### src/rtl/qspi_bus_arbiter.sv
// Shares the quad-SPI pad group between the fetch (m0) and load/store (m1) controllers,
// enforcing a chip-select-high gap and applying the boot-selected input sample delay.
module qspi_bus_arbiter #(
  parameter int GAP_CYCLES   = 2,
  parameter int STARVE_LIMIT = 4
) (
  input  logic       clk,
  input  logic       rst_n,
  input  logic [1:0] cfg_sample_dly,
  input  logic       m0_req,
  input  logic       m0_sel,
  output logic       m0_gnt,
  input  logic       m0_cs_n,
  input  logic       m0_sclk,
  input  logic [3:0] m0_io_out,
  input  logic [3:0] m0_io_oe,
  output logic [3:0] m0_io_in,
  input  logic       m1_req,
  input  logic       m1_sel,
  output logic       m1_gnt,
  input  logic       m1_cs_n,
  input  logic       m1_sclk,
  input  logic [3:0] m1_io_out,
  input  logic [3:0] m1_io_oe,
  output logic [3:0] m1_io_in,
  output logic       flash_cs_n,
  output logic       ram_cs_n,
  output logic       bus_sclk,
  output logic [3:0] bus_io_out,
  output logic [3:0] bus_io_oe,
  input  logic [3:0] bus_io_in,
  output logic       proto_err
);

  localparam logic [2:0] GapLoad = 3'(GAP_CYCLES);
  localparam logic [3:0] SkipMax = 4'(STARVE_LIMIT);

  typedef enum logic [1:0] {IDLE, OWN0, OWN1, GAP} state_e;

  state_e     state_q, state_d;
  logic [2:0] gap_q, gap_d;
  logic [3:0] skip_q, skip_d;
  logic       proto_q, proto_d;

  state_e     arb_state;
  logic [3:0] arb_skip;
  logic       owner_req;

  logic [1:0] dly_q;
  logic       cap_q;
  logic [3:0] d1_q, d2_q, d3_q;
  logic [3:0] io_in_dly;

  always_ff @(posedge clk or negedge rst_n) begin
    if (!rst_n) begin
      state_q <= IDLE;
      gap_q   <= '0;
      skip_q  <= '0;
      proto_q <= 1'b0;
    end else begin
      state_q <= state_d;
      gap_q   <= gap_d;
      skip_q  <= skip_d;
      proto_q <= proto_d;
    end
  end

  // m1 may lose at most SkipMax contended rounds in a row before it is forced through.
  always_comb begin
    arb_state = IDLE;
    arb_skip  = skip_q;
    if (m0_req && m1_req) begin
      if (skip_q < SkipMax) begin
        arb_state = OWN0;
        arb_skip  = skip_q + 4'd1;
      end else begin
        arb_state = OWN1;
        arb_skip  = '0;
      end
    end else if (m1_req) begin
      arb_state = OWN1;
      arb_skip  = '0;
    end else if (m0_req) begin
      arb_state = OWN0;
    end
  end

  assign owner_req = (state_q == OWN1) ? m1_req : m0_req;

  always_comb begin
    state_d = state_q;
    gap_d   = gap_q;
    skip_d  = skip_q;
    proto_d = ((state_q == OWN0) && !m0_req && !m0_cs_n) ||
              ((state_q == OWN1) && !m1_req && !m1_cs_n);
    case (state_q)
      IDLE: begin
        state_d = arb_state;
        skip_d  = arb_skip;
      end
      OWN0, OWN1: begin
        if (!owner_req) begin
          if (GAP_CYCLES == 0) begin
            state_d = arb_state;
            skip_d  = arb_skip;
          end else begin
            state_d = GAP;
            gap_d   = GapLoad;
          end
        end
      end
      GAP: begin
        if (gap_q <= 3'd1) begin
          state_d = arb_state;
          skip_d  = arb_skip;
          gap_d   = '0;
        end else begin
          gap_d = gap_q - 3'd1;
        end
      end
      default: state_d = IDLE;
    endcase
  end

  always_comb begin
    flash_cs_n = 1'b1;
    ram_cs_n   = 1'b1;
    bus_sclk   = 1'b0;
    bus_io_out = '0;
    bus_io_oe  = '0;
    case (state_q)
      OWN0: begin
        flash_cs_n = m0_cs_n | m0_sel;
        ram_cs_n   = m0_cs_n | !m0_sel;
        bus_sclk   = m0_sclk;
        bus_io_out = m0_io_out;
        bus_io_oe  = m0_io_oe;
      end
      OWN1: begin
        flash_cs_n = m1_cs_n | m1_sel;
        ram_cs_n   = m1_cs_n | !m1_sel;
        bus_sclk   = m1_sclk;
        bus_io_out = m1_io_out;
        bus_io_oe  = m1_io_oe;
      end
      default: ;
    endcase
  end

  assign m0_gnt    = (state_q == OWN0);
  assign m1_gnt    = (state_q == OWN1);
  assign proto_err = proto_q;

  // The boot strap is latched once so the pins can be reused as GPIO afterwards.
  always_ff @(posedge clk or negedge rst_n) begin
    if (!rst_n) begin
      dly_q <= '0;
      cap_q <= 1'b0;
      d1_q  <= '0;
      d2_q  <= '0;
      d3_q  <= '0;
    end else begin
      d1_q <= bus_io_in;
      d2_q <= d1_q;
      d3_q <= d2_q;
      if (!cap_q) begin
        dly_q <= cfg_sample_dly;
        cap_q <= 1'b1;
      end
    end
  end

  always_comb begin
    case (dly_q)
      2'd1:    io_in_dly = d1_q;
      2'd2:    io_in_dly = d2_q;
      2'd3:    io_in_dly = d3_q;
      default: io_in_dly = bus_io_in;
    endcase
  end

  assign m0_io_in = cap_q ? io_in_dly : 4'h0;
  assign m1_io_in = cap_q ? io_in_dly : 4'h0;

endmodule

### config.mk
export PLATFORM = sky130hd
export DESIGN_NAME = qspi_bus_arbiter
export DESIGN_NICKNAME = d
export VERILOG_FILES = /design/src/rtl/qspi_bus_arbiter.sv
export SDC_FILE = /design/constraint.sdc
export NUM_CORES = 1
export LEC_CHECK = 0
export CORE_UTILIZATION = 42
export CTS_CLUSTER_DIAMETER = 200
export DETAILED_ROUTE_END_ITERATION = 10
export GPL_TIMING_DRIVEN = 0
export MAX_ROUTING_LAYER = met4
export PLACE_DENSITY_LB_ADDON = 0.12
export SETUP_SLACK_MARGIN = 0.4
export SLEW_MARGIN = 20
export SYNTH_ARGS = -nofsm -noshare
export SYNTH_HDL_FRONTEND = slang
export SYNTH_SLANG_ARGS = --single-unit
export TNS_END_PERCENT = 20
### constraint.sdc
create_clock -name clk -period 1.91 [get_ports clk]
set_clock_uncertainty 0.05 [all_clocks]
set_input_delay 0.382 -clock clk [delete_from_list [all_inputs] [get_ports clk]]
set_output_delay 0.382 -clock clk [all_outputs]
set_load 0.005 [all_outputs]
== After elaboration in Yosys (flattened, before gate mapping) ==
Cells that the tools add are included.

* Multipliers: 0
* Equality and inequality tests: 8
* Bitwise gates (word level): 4
* Order comparisons: 2
* Multiplexer cells: 23
* Reduce and logical (&&, ||, !) cells: 19
* $add $sub $neg: 2
* Div/mod/pow operators: 0
* Shifts and indexed selects: 0

{| class="wikitable"
|+ Operator list
! cell !! count
|-
| 4-bit one-hot mux with 2 select lines || 3
|-
| 4-bit 2-to-1 mux || 5
|-
| 4-bit one-hot mux with 3 select lines || 1
|-
| 2-bit 2-to-1 mux || 5
|-
| 2-bit == test (second input constant) || 4
|-
| 1-bit zero test || 6
|-
| 3-bit 2-to-1 mux || 2
|-
| 1-bit one-hot mux with 2 select lines || 3
|-
| 2-bit one-hot mux with 3 select lines || 1
|-
| 3-bit one-hot mux with 2 select lines || 1
|-
| 2-bit AND reduction || 3
|-
| 1-bit logical AND || 5
|-
| 4-bit by 1-bit adder with 4-bit output (second input constant) || 1
|-
| 2-bit by 1-bit == test with 1-bit output (second input constant) || 2
|-
| 4-bit by 3-bit less-than comparator with 1-bit output (second input constant) || 1
|-
| 2-bit inequality test (second input constant) || 2
|-
| 1-bit OR || 4
|-
| 2-bit nonzero test || 2
|-
| 3-bit by 1-bit less-or-equal comparator with 1-bit output (second input constant) || 1
|-
| 3-bit by 1-bit subtractor with 3-bit output (second input constant) || 1
|-
| 2-bit zero test || 1
|-
| 1-bit 2-to-1 mux || 2
|-
| 2-bit OR reduction || 1
|-
| 1-bit logical OR || 1
|}

* Memories: 0
* Output and inout bits: 22
* Bits in read-only memories: 0
* Latch bits: 0
* Input bits: 32
* Register bits after elaboration: 25
* Memory bits (writable): 0

== Logic depth before layout (Yosys ltp) ==
* Depth in word-level cells: 5
* Mapped depth: 5
* Depth with buffers taken out: 5

== Least setup slack after synthesis ==
Ideal clock, no wire load.

* Path type: register to output
* From: register dly_q[0]
* To: output port m1_io_in[0]
* Data required time: 1.478 ns
* Path slack: 0.212 ns
* Cell stages (with the launch flop): 4
* Buffers on the path: 1
* Arrival: 1.266 ns
* Path through: dfrtp_1 mux4_2 and2_1 buf_4

* Longest elaborated chain between the ends: 3
* Elaborated cells on any way between the ends: 5
* Classes of those cells: 3 x eq/ne; 2 x mux

{| class="wikitable"
|+ RTL lines
! item !! line !! text
|-
| start: declaration || 49 || <nowiki>logic [1:0] dly_q;</nowiki>
|-
| start signal: assignment || 167 || <nowiki>dly_q <= cfg_sample_dly;</nowiki>
|-
| 2-bit == test / 2-bit by 1-bit == test with 1-bit output (equally long branches) || 174 || <nowiki>case (dly_q)</nowiki>
|-
| 4-bit one-hot mux with 3 select lines * || 174 ||
|-
| 4-bit 2-to-1 mux * || -- ||
|-
| end: declaration || 25 || <nowiki>output logic [3:0] m1_io_in,</nowiki>
|}

Every way passes the cells marked *; elsewhere a longest branch is shown, timed or not.

== Worst setup path in the final report ==
* From: register dly_q[0]
* To: output port m1_io_in[0]

* Longest elaborated chain between the ends: 3
* Elaborated cells on any way between the ends: 5
* Classes of those cells: 3 x eq/ne; 2 x mux

{| class="wikitable"
|+ RTL lines
! item !! line !! text
|-
| 2-bit == test / 2-bit by 1-bit == test with 1-bit output (equally long branches) || 174 ||
|-
| 4-bit one-hot mux with 3 select lines * || 174 ||
|-
| 4-bit 2-to-1 mux * || 183 || <nowiki>assign m1_io_in = cap_q ? io_in_dly : 4'h0;</nowiki>
|}

Marks and branches as above.

==> qor.csv <==
metric,value,unit
outcome,"complete, but fails checks",
violated checks,"design-rule violations, negative hold slack, negative setup slack",
setup total negative slack,-1.339,ns
clk sink count,25,
period utilization,109.0,%
post-route setup slack,-0.1719,ns
Final setup violation count,19,
IO Port Bufs,53,
Setup crit end kind,output port,
PD cells,1320,mW/mm^2
Period minus WS final,2.082,ns
via count,1114,
Logic pwr share,65.9,%
die area,0.003334,mm^2
hpwl dp,2377,um
Worst Tran Pin Value,0.5492,ns
RSZ-0062 raised after global routing,yes,
Post-Syn Instances,114,
Crit path top cell by count,buf_6,
worst stage delay on the critical path,0.52,ns
antenna diode count,0,
CTS max path bufs,2,
peak supply drop,0.9825,mV
placed cell area,0.001914,mm^2
critical path launch point type,flip-flop,
IO Count,54,
WP data arrival,1.65,ns
"Async S/R FF share, synth",100.0,%
worst path cell trace,"mux4_2, and2_4, buf_6, buf_6",
GP Congestion,0.7805,
vias in the first global route,1140,
Yosys warning count,0,
Hold WS,-0.003505,ns
GRT Overall Usage,22.36,%
count of different cell masters after synthesis,32,
Layout area overhead,61.17,%
clock power share,7.9,%
Initial Util,45.75,%
crit-path max FO,5,
Synth Area in Adders,5.753,%
clk_lat worst skew,0.30,ns
Layout Nets,216,
"Req. time, crit path",1.48,ns
Hold Path Class,primary input to asynchronous set/reset pin,
relative slew slack,63.39,%
CTS tree,yes,
max-cap check violation count,0,
post-route cell area,0.002103,mm^2
final WL,3391,um
largest family of logic cells by synthesized area,compound AO/OA/AOI/OAI gates,
worst r2r src,state_q[0]$_DFFE_PN0P_,
final hold vios,13,
drc violations,4,
Vias/cell,5.356,
Util after Layout,73.73,%
Fmax achieved,0.4803,GHz
Die H,57.74,um
first-pass iteration count of the detailed router,7,
Die Width,57.74,um
share of post-route cells with drive strength above 1,42.37,%
Worst-path clk slew,0.12,ns
P_int,1.702,mW
Critical Path Start,dly_q[0]$_DFFE_PN0N_,
post-synthesis mux area share,13.61,%
initial antenna violation count,0,
fin. max-slew vios,0,
Flop pwr share,26.2,%
H-tree depth,1,
syn nets,152,
Pwr Total,2.776,mW
"Top FF cell, synth",dfrtp_1,
Worst path slowest cell,mux4_2,
sw frac,38.70,%
GRT overflow,0,
sw power,1.074,mW
Post-synth EDFFs,0,
Core ar.,0.002853,mm^2
CTS root buffer,clkbuf_4,
Synth Area in XOR/XNOR,0,%
critical path type,flip-flop to output port,
Synth Area per Inst,11.45,um^2
row count,19,
Iteration-0 DRC Markers,21,
Synth Area in Compound Gates,15.24,%
post-synthesis simple-gate area fraction,11.89,%
largest net degree at the start of global routing,26,
"Cell Area, Synth",0.001305,mm^2
Synth Register Bits,25,
Final ANT Viol Nets,0,
P_leak,0.9134,nW
sequential fraction of the synthesis area,47.94,%
first-pass GRT wire length,5464,um
TritonCTS Buffers,3,
Routed WL per cell,16.30,um
[placed cells by master (no fill, tap or decap), types with 4 or more instances in the layout]
| master | n |
|---|---|
| o21ai_0 | 7 |
| mux4_2 | 4 |
| buf_6 | 10 |
| buf_2 | 12 |
| nor2_2 | 6 |
| buf_4 | 4 |
| and2_4 | 4 |
| nor2_1 | 4 |
| inv_1 | 4 |
| a22oi_2 | 8 |
| clkdlybuf4s50_1 | 30 |
| dfrtp_1 | 24 |
[cell usage after synthesis, types with 2 or more instances]
master | count | share of area (%)
a22oi_1 | 9 | 5.2
o21ai_0 | 8 | 3.1
and2_1 | 7 | 3.4
mux2_1 | 4 | 3.5
dfrtp_1 | 25 | 48
nand2b_1 | 3 | 1.4
buf_4 | 4 | 2.3
mux2i_1 | 2 | 1.5
inv_1 | 6 | 1.7
nand2_1 | 2 | 0.58
nor2_1 | 11 | 3.2
ha_1 | 6 | 5.8
mux4_2 | 4 | 6.9
clkbuf_1 | 2 | 0.58
nor2b_1 | 2 | 0.96
mux2_2 | 2 | 1.7
a32oi_1 | 2 | 1.3
[final timing paths]
check,endpoint,slack (ns),depth (start not counted)
min in group clk,d3_q[1]$_DFF_PN0_,0.34,0
max in group asynchronous,dly_q[0]$_DFFE_PN0N_,1.42,1
setup / recovery,m1_io_in[0],-0.17,4
hold reg to reg,d3_q[1]$_DFF_PN0_,0.34,0
hold / removal,d3_q[0]$_DFF_PN0_,-0.004,1
setup reg to reg,state_q[1]$_DFFE_PN0P_,0.10,5
[cell families (layout without fill, tap and decap cells)]
group	count (synthesis)	in the layout
flops	25	25
simple gates	29	29
compound gates	27	27
mux	12	12
other cells	1	1
fa+ha+maj	6	6
buf+inv	14	77
[flip-flops by register name, summed over array words and instances, names as in the netlist]
| signal | cells |
|---|---|
| d2_q | 4 |
| d3_q | 4 |
| skip_q | 4 |
| gap_q | 3 |
| state_q | 2 |
| dly_q | 2 |
| proto_err | 1 |
| cap_q | 1 |
| d1_q | 4 |
[metrics by stage]
stage	setup WS, ns	std cells
after floorplan	0.3163	114
after global placement	-0.4619	198
after detailed placement	-0.4882	198
after CTS	-0.1921	208
after global routing	-0.2372	208
final	-0.1719	208
[area by class of cell]
| cell class | count | area [um^2] |
|---|---|---|
| inverters | 6 | 22.52 |
| fillers | 200 | 749.5 |
| clock buffers | 4 | 26.28 |
| flip-flops and latches | 25 | 626.9 |
| multi-input cells | 75 | 769.5 |
| repair buffers | 59 | 513.0 |
| plain buffers | 8 | 106.4 |
| well taps | 31 | 38.79 |
[power groups by stage]
stage / Combinational, mW / Clock (mW) / Sequential [mW]
floorplan: 0.807 / 0 / 0.705
detailed placement: 1.36 / 0 / 0.728
finish: 1.83 / 0.220 / 0.727
global placement: 1.30 / 0 / 0.720
CTS: 1.67 / 0.232 / 0.723
global route: 1.97 / 0.254 / 0.741
[metal layers]
| layer | GRT usage [%] | vias up | share of wire (%) | routed length [um] |
|---|---|---|---|---|
| li1 | - | 535 | - | - |
| met1 | 26.00 | 542 | 41 | 1383 |
| met2 | 40.37 | 31 | 52 | 1767 |
| met3 | 4.688 | 6 | 5.3 | 181 |
| met4 | 4.082 | 0 | 1.7 | 59 |
| met5 | - | - | 0 | 0 |
[timing repair]
item,CTS,global route
resized for setup,101,22
setup buffers,5,0
setup endpoints to repair,30,30
pin swaps,11,4
endpoints found under the hold margin,0,0
hold buffers,0,0
cloned,1,0
[critical path, delay by kind of cell (launching register included)]
family	cells	cell delay [ns]
muxes	1	0.52
and+or+nand+nor	1	0.16
buffers and inverters	2	0.20
DFF	1	0.47
No activity file was read; power rests on OpenSTA's default activity.
